**config.mk**
```make
export PLATFORM = sky130hd
export DESIGN_NAME = id_ex_stage_flat
export DESIGN_NICKNAME = d
export VERILOG_FILES = /design/src/rtl/id_ex_stage_if.sv /design/src/rtl/id_ex_stage.sv /design/src/flat_wrapper.sv
export SDC_FILE = /design/constraint.sdc
export NUM_CORES = 1
export LEC_CHECK = 0
export ABC_CLOCK_PERIOD_IN_PS = 2200
export CAP_MARGIN = 10
export CORE_UTILIZATION = 39
export DETAILED_ROUTE_END_ITERATION = 10
export PLACE_DENSITY = 0.85
export SYNTH_ARGS = -nofsm -noshare
export SYNTH_HDL_FRONTEND = slang
export SYNTH_SLANG_ARGS = --single-unit
export TNS_END_PERCENT = 10
```
**constraint.sdc**
```tcl
create_clock -name clk -period 2.2 [get_ports clk]
set_clock_uncertainty 0.05 [all_clocks]
set_input_delay 0.44 -clock clk [delete_from_list [all_inputs] [get_ports clk]]
set_output_delay 0.44 -clock clk [all_outputs]
set_load 0.05 [all_outputs]
```
**src/rtl/id_ex_stage_if.sv**
```systemverilog
// Bundle of decode-slot, writeback, control and ID/EX result signals around id_ex_stage.
// The master modport is the surrounding pipeline; the slave modport is the stage itself.
interface id_ex_stage_if #(
    parameter int DATA_W = 32,
    parameter int CTRL_W = 10
);
    logic              id_valid;
    logic [4:0]        id_rs;
    logic [4:0]        id_rt;
    logic [4:0]        id_rd;
    logic [DATA_W-1:0] id_rdata1;
    logic [DATA_W-1:0] id_rdata2;
    logic [DATA_W-1:0] id_imm;
    logic [CTRL_W-1:0] id_ctrl;
    logic              flush;
    logic              hold;
    logic              wb_regWrite;
    logic [4:0]        wb_rd;
    logic [DATA_W-1:0] wb_data;

    logic              ex_valid;
    logic [4:0]        ex_rs;
    logic [4:0]        ex_rt;
    logic [4:0]        ex_rd;
    logic [DATA_W-1:0] ex_rdata1;
    logic [DATA_W-1:0] ex_rdata2;
    logic [DATA_W-1:0] ex_imm;
    logic [CTRL_W-1:0] ex_ctrl;
    logic              stall;

    modport master (
        output id_valid, id_rs, id_rt, id_rd, id_rdata1, id_rdata2, id_imm, id_ctrl,
        output flush, hold, wb_regWrite, wb_rd, wb_data,
        input  ex_valid, ex_rs, ex_rt, ex_rd, ex_rdata1, ex_rdata2, ex_imm, ex_ctrl, stall
    );

    modport slave (
        input  id_valid, id_rs, id_rt, id_rd, id_rdata1, id_rdata2, id_imm, id_ctrl,
        input  flush, hold, wb_regWrite, wb_rd, wb_data,
        output ex_valid, ex_rs, ex_rt, ex_rd, ex_rdata1, ex_rdata2, ex_imm, ex_ctrl, stall
    );
endinterface

```
**src/rtl/id_ex_stage.sv**
```systemverilog
// ID/EX pipeline register with load-use bubble insertion, hold and flush.
// Define ID_EX_WB_BYPASS_EN to forward the same-cycle writeback value into the operands.
module id_ex_stage #(
    parameter int DATA_W = 32,
    parameter int CTRL_W = 10
) (
    input logic          clk,
    input logic          rst_n,
    id_ex_stage_if.slave bus
);
    localparam int CTRL_MEMREAD = 1;

    typedef struct packed {
        logic              valid;
        logic [4:0]        rs;
        logic [4:0]        rt;
        logic [4:0]        rd;
        logic [DATA_W-1:0] rdata1;
        logic [DATA_W-1:0] rdata2;
        logic [DATA_W-1:0] imm;
        logic [CTRL_W-1:0] ctrl;
    } ex_t;

    ex_t  ex_q;
    ex_t  ex_d;
    logic luh;

    // A load in EX whose target is read by the decode slot must wait one cycle.
    assign luh = ex_q.valid & ex_q.ctrl[CTRL_MEMREAD] & (ex_q.rt != 5'd0) & bus.id_valid
               & ((bus.id_rs == ex_q.rt) | (bus.id_rt == ex_q.rt));

    assign bus.stall = rst_n & (bus.hold | luh);

`ifdef ID_EX_WB_BYPASS_EN
    function automatic logic wb_hits(input logic we, input logic [4:0] wrd, input logic [4:0] idx);
        return we & (wrd != 5'd0) & (wrd == idx);
    endfunction
`endif

    // NOTE: every field of ex_d gets a default first, so no path leaves it unassigned and no latch is inferred.
    always_comb begin
        ex_d = ex_q;
        if (bus.flush) begin
            ex_d.valid = 1'b0;
            ex_d.ctrl  = '0;
        end else if (bus.hold) begin
`ifdef ID_EX_WB_BYPASS_EN
            if (wb_hits(bus.wb_regWrite, bus.wb_rd, ex_q.rs)) ex_d.rdata1 = bus.wb_data;
            if (wb_hits(bus.wb_regWrite, bus.wb_rd, ex_q.rt)) ex_d.rdata2 = bus.wb_data;
`endif
        end else if (luh) begin
            ex_d.valid = 1'b0;
            ex_d.ctrl  = '0;
        end else begin
            ex_d.valid  = bus.id_valid;
            ex_d.ctrl   = bus.id_valid ? bus.id_ctrl : '0;
            ex_d.rs     = bus.id_rs;
            ex_d.rt     = bus.id_rt;
            ex_d.rd     = bus.id_rd;
            ex_d.rdata1 = bus.id_rdata1;
            ex_d.rdata2 = bus.id_rdata2;
            ex_d.imm    = bus.id_imm;
`ifdef ID_EX_WB_BYPASS_EN
            if (wb_hits(bus.wb_regWrite, bus.wb_rd, bus.id_rs)) ex_d.rdata1 = bus.wb_data;
            if (wb_hits(bus.wb_regWrite, bus.wb_rd, bus.id_rt)) ex_d.rdata2 = bus.wb_data;
`endif
        end
    end

    // NOTE: state registers use non-blocking assignments so every flop samples pre-edge values.
    always_ff @(posedge clk) begin
        if (!rst_n) ex_q <= '0;
        else        ex_q <= ex_d;
    end

    assign bus.ex_valid  = ex_q.valid;
    assign bus.ex_rs     = ex_q.rs;
    assign bus.ex_rt     = ex_q.rt;
    assign bus.ex_rd     = ex_q.rd;
    assign bus.ex_rdata1 = ex_q.rdata1;
    assign bus.ex_rdata2 = ex_q.rdata2;
    assign bus.ex_imm    = ex_q.imm;
    assign bus.ex_ctrl   = ex_q.ctrl;
endmodule
```
**src/flat_wrapper.sv**
```systemverilog
// flat-port wrapper written by rule: the top's interface ports become plain ports
module id_ex_stage_flat 
#(
    parameter int DATA_W = 32,
    parameter int CTRL_W = 10
)
  (clk, rst_n, bus_id_valid, bus_id_rs, bus_id_rt, bus_id_rd, bus_id_rdata1, bus_id_rdata2, bus_id_imm, bus_id_ctrl, bus_flush, bus_hold, bus_wb_regWrite, bus_wb_rd, bus_wb_data, bus_ex_valid, bus_ex_rs, bus_ex_rt, bus_ex_rd, bus_ex_rdata1, bus_ex_rdata2, bus_ex_imm, bus_ex_ctrl, bus_stall);
  id_ex_stage_if #(.DATA_W(DATA_W), .CTRL_W(CTRL_W)) bus_i ();
  input logic clk;
  input logic rst_n;
  input wire logic [$bits(bus_i.id_valid)-1:0] bus_id_valid;
  input wire logic [$bits(bus_i.id_rs)-1:0] bus_id_rs;
  input wire logic [$bits(bus_i.id_rt)-1:0] bus_id_rt;
  input wire logic [$bits(bus_i.id_rd)-1:0] bus_id_rd;
  input wire logic [$bits(bus_i.id_rdata1)-1:0] bus_id_rdata1;
  input wire logic [$bits(bus_i.id_rdata2)-1:0] bus_id_rdata2;
  input wire logic [$bits(bus_i.id_imm)-1:0] bus_id_imm;
  input wire logic [$bits(bus_i.id_ctrl)-1:0] bus_id_ctrl;
  input wire logic [$bits(bus_i.flush)-1:0] bus_flush;
  input wire logic [$bits(bus_i.hold)-1:0] bus_hold;
  input wire logic [$bits(bus_i.wb_regWrite)-1:0] bus_wb_regWrite;
  input wire logic [$bits(bus_i.wb_rd)-1:0] bus_wb_rd;
  input wire logic [$bits(bus_i.wb_data)-1:0] bus_wb_data;
  output wire logic [$bits(bus_i.ex_valid)-1:0] bus_ex_valid;
  output wire logic [$bits(bus_i.ex_rs)-1:0] bus_ex_rs;
  output wire logic [$bits(bus_i.ex_rt)-1:0] bus_ex_rt;
  output wire logic [$bits(bus_i.ex_rd)-1:0] bus_ex_rd;
  output wire logic [$bits(bus_i.ex_rdata1)-1:0] bus_ex_rdata1;
  output wire logic [$bits(bus_i.ex_rdata2)-1:0] bus_ex_rdata2;
  output wire logic [$bits(bus_i.ex_imm)-1:0] bus_ex_imm;
  output wire logic [$bits(bus_i.ex_ctrl)-1:0] bus_ex_ctrl;
  output wire logic [$bits(bus_i.stall)-1:0] bus_stall;
  assign bus_i.id_valid = bus_id_valid;
  assign bus_i.id_rs = bus_id_rs;
  assign bus_i.id_rt = bus_id_rt;
  assign bus_i.id_rd = bus_id_rd;
  assign bus_i.id_rdata1 = bus_id_rdata1;
  assign bus_i.id_rdata2 = bus_id_rdata2;
  assign bus_i.id_imm = bus_id_imm;
  assign bus_i.id_ctrl = bus_id_ctrl;
  assign bus_i.flush = bus_flush;
  assign bus_i.hold = bus_hold;
  assign bus_i.wb_regWrite = bus_wb_regWrite;
  assign bus_i.wb_rd = bus_wb_rd;
  assign bus_i.wb_data = bus_wb_data;
  assign bus_ex_valid = bus_i.ex_valid;
  assign bus_ex_rs = bus_i.ex_rs;
  assign bus_ex_rt = bus_i.ex_rt;
  assign bus_ex_rd = bus_i.ex_rd;
  assign bus_ex_rdata1 = bus_i.ex_rdata1;
  assign bus_ex_rdata2 = bus_i.ex_rdata2;
  assign bus_ex_imm = bus_i.ex_imm;
  assign bus_ex_ctrl = bus_i.ex_ctrl;
  assign bus_stall = bus_i.stall;
  id_ex_stage #(.DATA_W(DATA_W), .CTRL_W(CTRL_W)) u_core (.clk(clk), .rst_n(rst_n), .bus(bus_i));
endmodule
```
==> impl_results.rst, run 1 <==
.. list-table::
   :header-rows: 1

   * - Metric
     - Value
   * - Outcome
     - finished with violations
   * - Failing checks
     - negative setup slack
   * - Final critical-path share of the clock period
     - 1.08
   * - Worst voltage drop across the vdd grid
     - 0.472 mV
   * - Max clock buf depth
     - 2
   * - Unrepaired setup endpoints after global routing
     - true
   * - Initial DRC count
     - 262
   * - Max Transition Viols Final
     - 0
   * - Count of input and output buffers
     - 248
   * - Layout fillers
     - 967
   * - Buf+Inv Stages, Crit Path
     - 2
   * - Source-to-sink clock delay at the later pin of the worst-skew pair
     - 0.41 ns
   * - Via count
     - 4,607
   * - Async set-or-reset flop fraction in the synthesized netlist
     - 0
   * - Critical Path End Type
     - primary output
   * - Synthesized area
     - between 0.005 and 0.006 mm^2
   * - Setup WS post-layout
     - -0.176 ns
   * - Net count after synthesis
     - between 700 and 800
   * - Worst min path class
     - input port to register
   * - CTS sink count
     - 122
   * - Pre-CTS setup slack
     - -0.373 ns
   * - CP Data Arrival Time
     - 1.89 ns
   * - Sum of routed wire length over all layers
     - 13,900 um
   * - Starting Density
     - 0.400
   * - Clock tree from TritonCTS
     - yes
   * - Actual slew at the worst max-slew pin
     - 0.625 ns
   * - Ratio of routed vias to standard cells
     - ~4.6
   * - Number of buffers created by CTS
     - 17
   * - Crit-path max FO
     - 2
   * - Sum Neg Setup Slack
     - -1.47 ns
   * - Max-Slew Margin vs Limit
     - 0.584
   * - Pin count of the biggest net entering global routing
     - 153
   * - Congestion Overflow GR
     - 0
   * - GR Util All Layers
     - 0.201
   * - Most used routing layer
     - met2
   * - Placeable core region
     - 0.0127 mm^2
   * - Number of instances in the placed design
     - 954
   * - Cell area reported after detailed placement
     - about 0.0077 mm^2
   * - Master of the slowest instance on the critical path
     - sky130_fd_sc_hd__clkdlybuf4s50_1
   * - Post-route insts no fill
     - between 900 and 1,000
   * - Final core occ
     - 0.665
   * - Share of final-layout standard cells stronger than drive strength 1
     - 0.0879
   * - Overall die width
     - 116 um
   * - Number of nets with antenna violations after routing
     - 0
   * - Leak
     - 3.37 nW
   * - I/O pin count
     - 287
   * - First-pass GRT wire length
     - 20,800 um
   * - Number of diodes
     - 0
   * - Top library cells by usage in the layout, fill and taps aside
     - 238 x sky130_fd_sc_hd__clkdlybuf4s50_1, 233 x sky130_fd_sc_hd__nand2_1, 120 x sky130_fd_sc_hd__dfxtp_1
   * - DRC violation count after routing
     - 0
   * - Final routed wire length divided by cell count
     - 14.0 um
   * - Maximum level of the CTS H-tree
     - 4
   * - # rows
     - slightly above 40
   * - Most frequent standard cell in the layout excluding fill and tap cells
     - sky130_fd_sc_hd__clkdlybuf4s50_1
   * - Clock tree root buffer cell
     - sky130_fd_sc_hd__clkbuf_16
   * - Met2 GRT Util
     - 0.346
   * - Part of the Yosys area used for sequential elements
     - 0.482
   * - Distinct cells, synth
     - 22
   * - Seq cells post-synth
     - 122
   * - Syn Inst Count
     - 555
   * - Start-to-end type of the worst setup path
     - input port to primary output
   * - Data required, critical path
     - 1.71 ns
   * - Fraction of met1 tracks used by global routing
     - 0.219
   * - Number of nets at the end of the flow
     - just under 1,000
   * - Maximum frequency from static timing analysis
     - 0.421 GHz
   * - Largest incremental delay on the critical path
     - 0.44 ns
   * - Full die area
     - around 0.013 mm^2
   * - Clock-pin slew on the worst setup and hold paths
     - 0.05 ns
   * - Via count of the first global-routing pass
     - 4,353
   * - Most instantiated flip-flop cell in the synthesis netlist
     - sky130_fd_sc_hd__dfxtp_1
   * - Number of iterations in the first detailed-routing pass
     - 6
   * - Area added between synthesis and finish
     - 66.3%
   * - Shortest clock period the worst path allows after layout
     - 2.38 ns
   * - DPL Wire Length
     - 9510 um
   * - DIE HEIGHT
     - 116 um
   * - Final hold vios
     - 0
   * - Cells traversed along the worst timing path
     - clkdlybuf4s50_1, xor2_1, nor3_2, a22oi_2, o21ai_2, and2_4, buf_8
   * - Gpl congestion
     - 0.783
   * - Post-Syn Area per Cell
     - a little over 9 um^2
   * - Total non-filler cell area in the finished layout
     - 0.00843 mm^2
   * - Number of max-cap violations
     - 0
   * - Count of flip-flops with a built-in enable after synthesis
     - 0
   * - Largest delay share family, worst path
     - buffers and inverters
   * - Met3 global-route usage
     - 0.0769
   * - Crit path launch type
     - input port
   * - Warning count from the yosys run
     - 0
   * - Number of setup violations in the final report
     - 59
   * - Power density over the cells
     - 773 mW/mm^2
   * - Initial antenna violation count
     - 0
   * - Hold bufs inserted after CTS
     - 0
kinds of logic (layout without fill, tap and decap cells):
group	count (synthesis)	in the layout	synth area share
compound gates	26	27	0.0338
xor+xnor	10	10	0.0173
buf+inv	44	307	0.0664
flops	122	122	0.482
mux	111	111	0.219
simple gates	242	242	0.182
final cells by class:
class,count,area [um^2],share of cell area
Multi-Input combinational cell,390,2360,0.279
Timing Repair Buffer,274,2790,0.331
Tap cell,172,215,0.0255
Inverter,1,3.75,0.000445
Sequential cell,122,2440,0.290
Clock inverter,12,173,0.0205
Clock buffer,20,447,0.0530
worst paths after layout:
check	from	end	slack [ns]	cells past startpoint
hold reg to reg	u_core.bus.ex_ctrl[0]$_SDFFE_PP0N_	u_core.bus.ex_ctrl[0]$_SDFFE_PP0N_	0.40	2
setup reg to reg	u_core.bus.ex_rt[0]$_SDFFE_PN0P_	u_core.bus.ex_rdata1[17]$_SDFFE_PN0P_	-0.06	7
setup / recovery	bus_id_rt[3]	bus_stall	-0.18	7
hold / removal	rst_n	u_core.bus.ex_rdata1[16]$_SDFFE_PN0P_	0.28	3
layer usage:
metal  vias to the layer above  wire length, um  part of all wire
li1                       2311                -                 -
met1                      2092             5570              0.40
met2                       181             6780              0.49
met3                        23             1340             0.096
met4                         0              235             0.017
met5                         -                0                 0
registers in the layout, indices dropped and copies added, names as in the netlist:
register / count
u_core.bus.ex_ctrl: 10
u_core.bus.ex_imm: 32
u_core.bus.ex_rd: 5
u_core.bus.ex_rdata1: 32
u_core.bus.ex_rdata2: 32
u_core.bus.ex_rs: 5
u_core.bus.ex_rt: 5
u_core.bus.ex_valid: 1
per-stage QoR:
step,total power [mW],hold slack [ns]
2_1_floorplan,3.13,0.525
3_3_place_gp,3.60,0.392
3_5_place_dp,3.62,0.395
4_1_cts,6.56,0.251
5_1_grt,6.76,0.263
6_report,6.51,0.276
synth_stat cells, drive strengths merged, types with 2 or more instances:
library cell | number | area (um^2)
a21oi | 11 | 55.1
buf | 13 | 220
clkbuf | 30 | 113
dfxtp | 122 | 2440
mux2i | 111 | 1110
nand2 | 233 | 875
nor2 | 3 | 11.3
nor3 | 2 | 10.0
o2111ai | 2 | 23.8
o211ai | 9 | 67.6
o21ai | 2 | 10.0
xor2 | 10 | 87.6
tightest hold or removal path, cell delays in order:
cell	delay, ns
sky130_fd_sc_hd__buf_6	0.12
sky130_fd_sc_hd__nand2_1	0.06
sky130_fd_sc_hd__mux2i_1	0.06
report_power, final:
part / internal, mW / switching, mW / total, mW / leakage, nW
combinational: 0.536 / 0.690 / 1.23 / 2.07
clock: 1.92 / 0.993 / 2.91 / 0.300
sequential: 2.32 / 0.0556 / 2.38 / 0.999
timing repair:
action,CTS,global route
pin swaps,4,8
buffers inserted,1,1
resized for setup,12,8
cloned,0,3
endpoints found under the setup margin,3,115
Note: power is estimated with default switching activity, not from simulation.
==> inputs of run 2 (changes only) <==
--- a/config.mk
+++ b/config.mk
@@ -10,6 +10,7 @@
 export CORE_UTILIZATION = 39
 export DETAILED_ROUTE_END_ITERATION = 10
 export PLACE_DENSITY = 0.85
+export SLEW_MARGIN = 40
 export SYNTH_ARGS = -nofsm -noshare
 export SYNTH_HDL_FRONTEND = slang
 export SYNTH_SLANG_ARGS = --single-unit
==> results of run 2 <==
Final layout, timing and power as in run 1 (identical DEF).
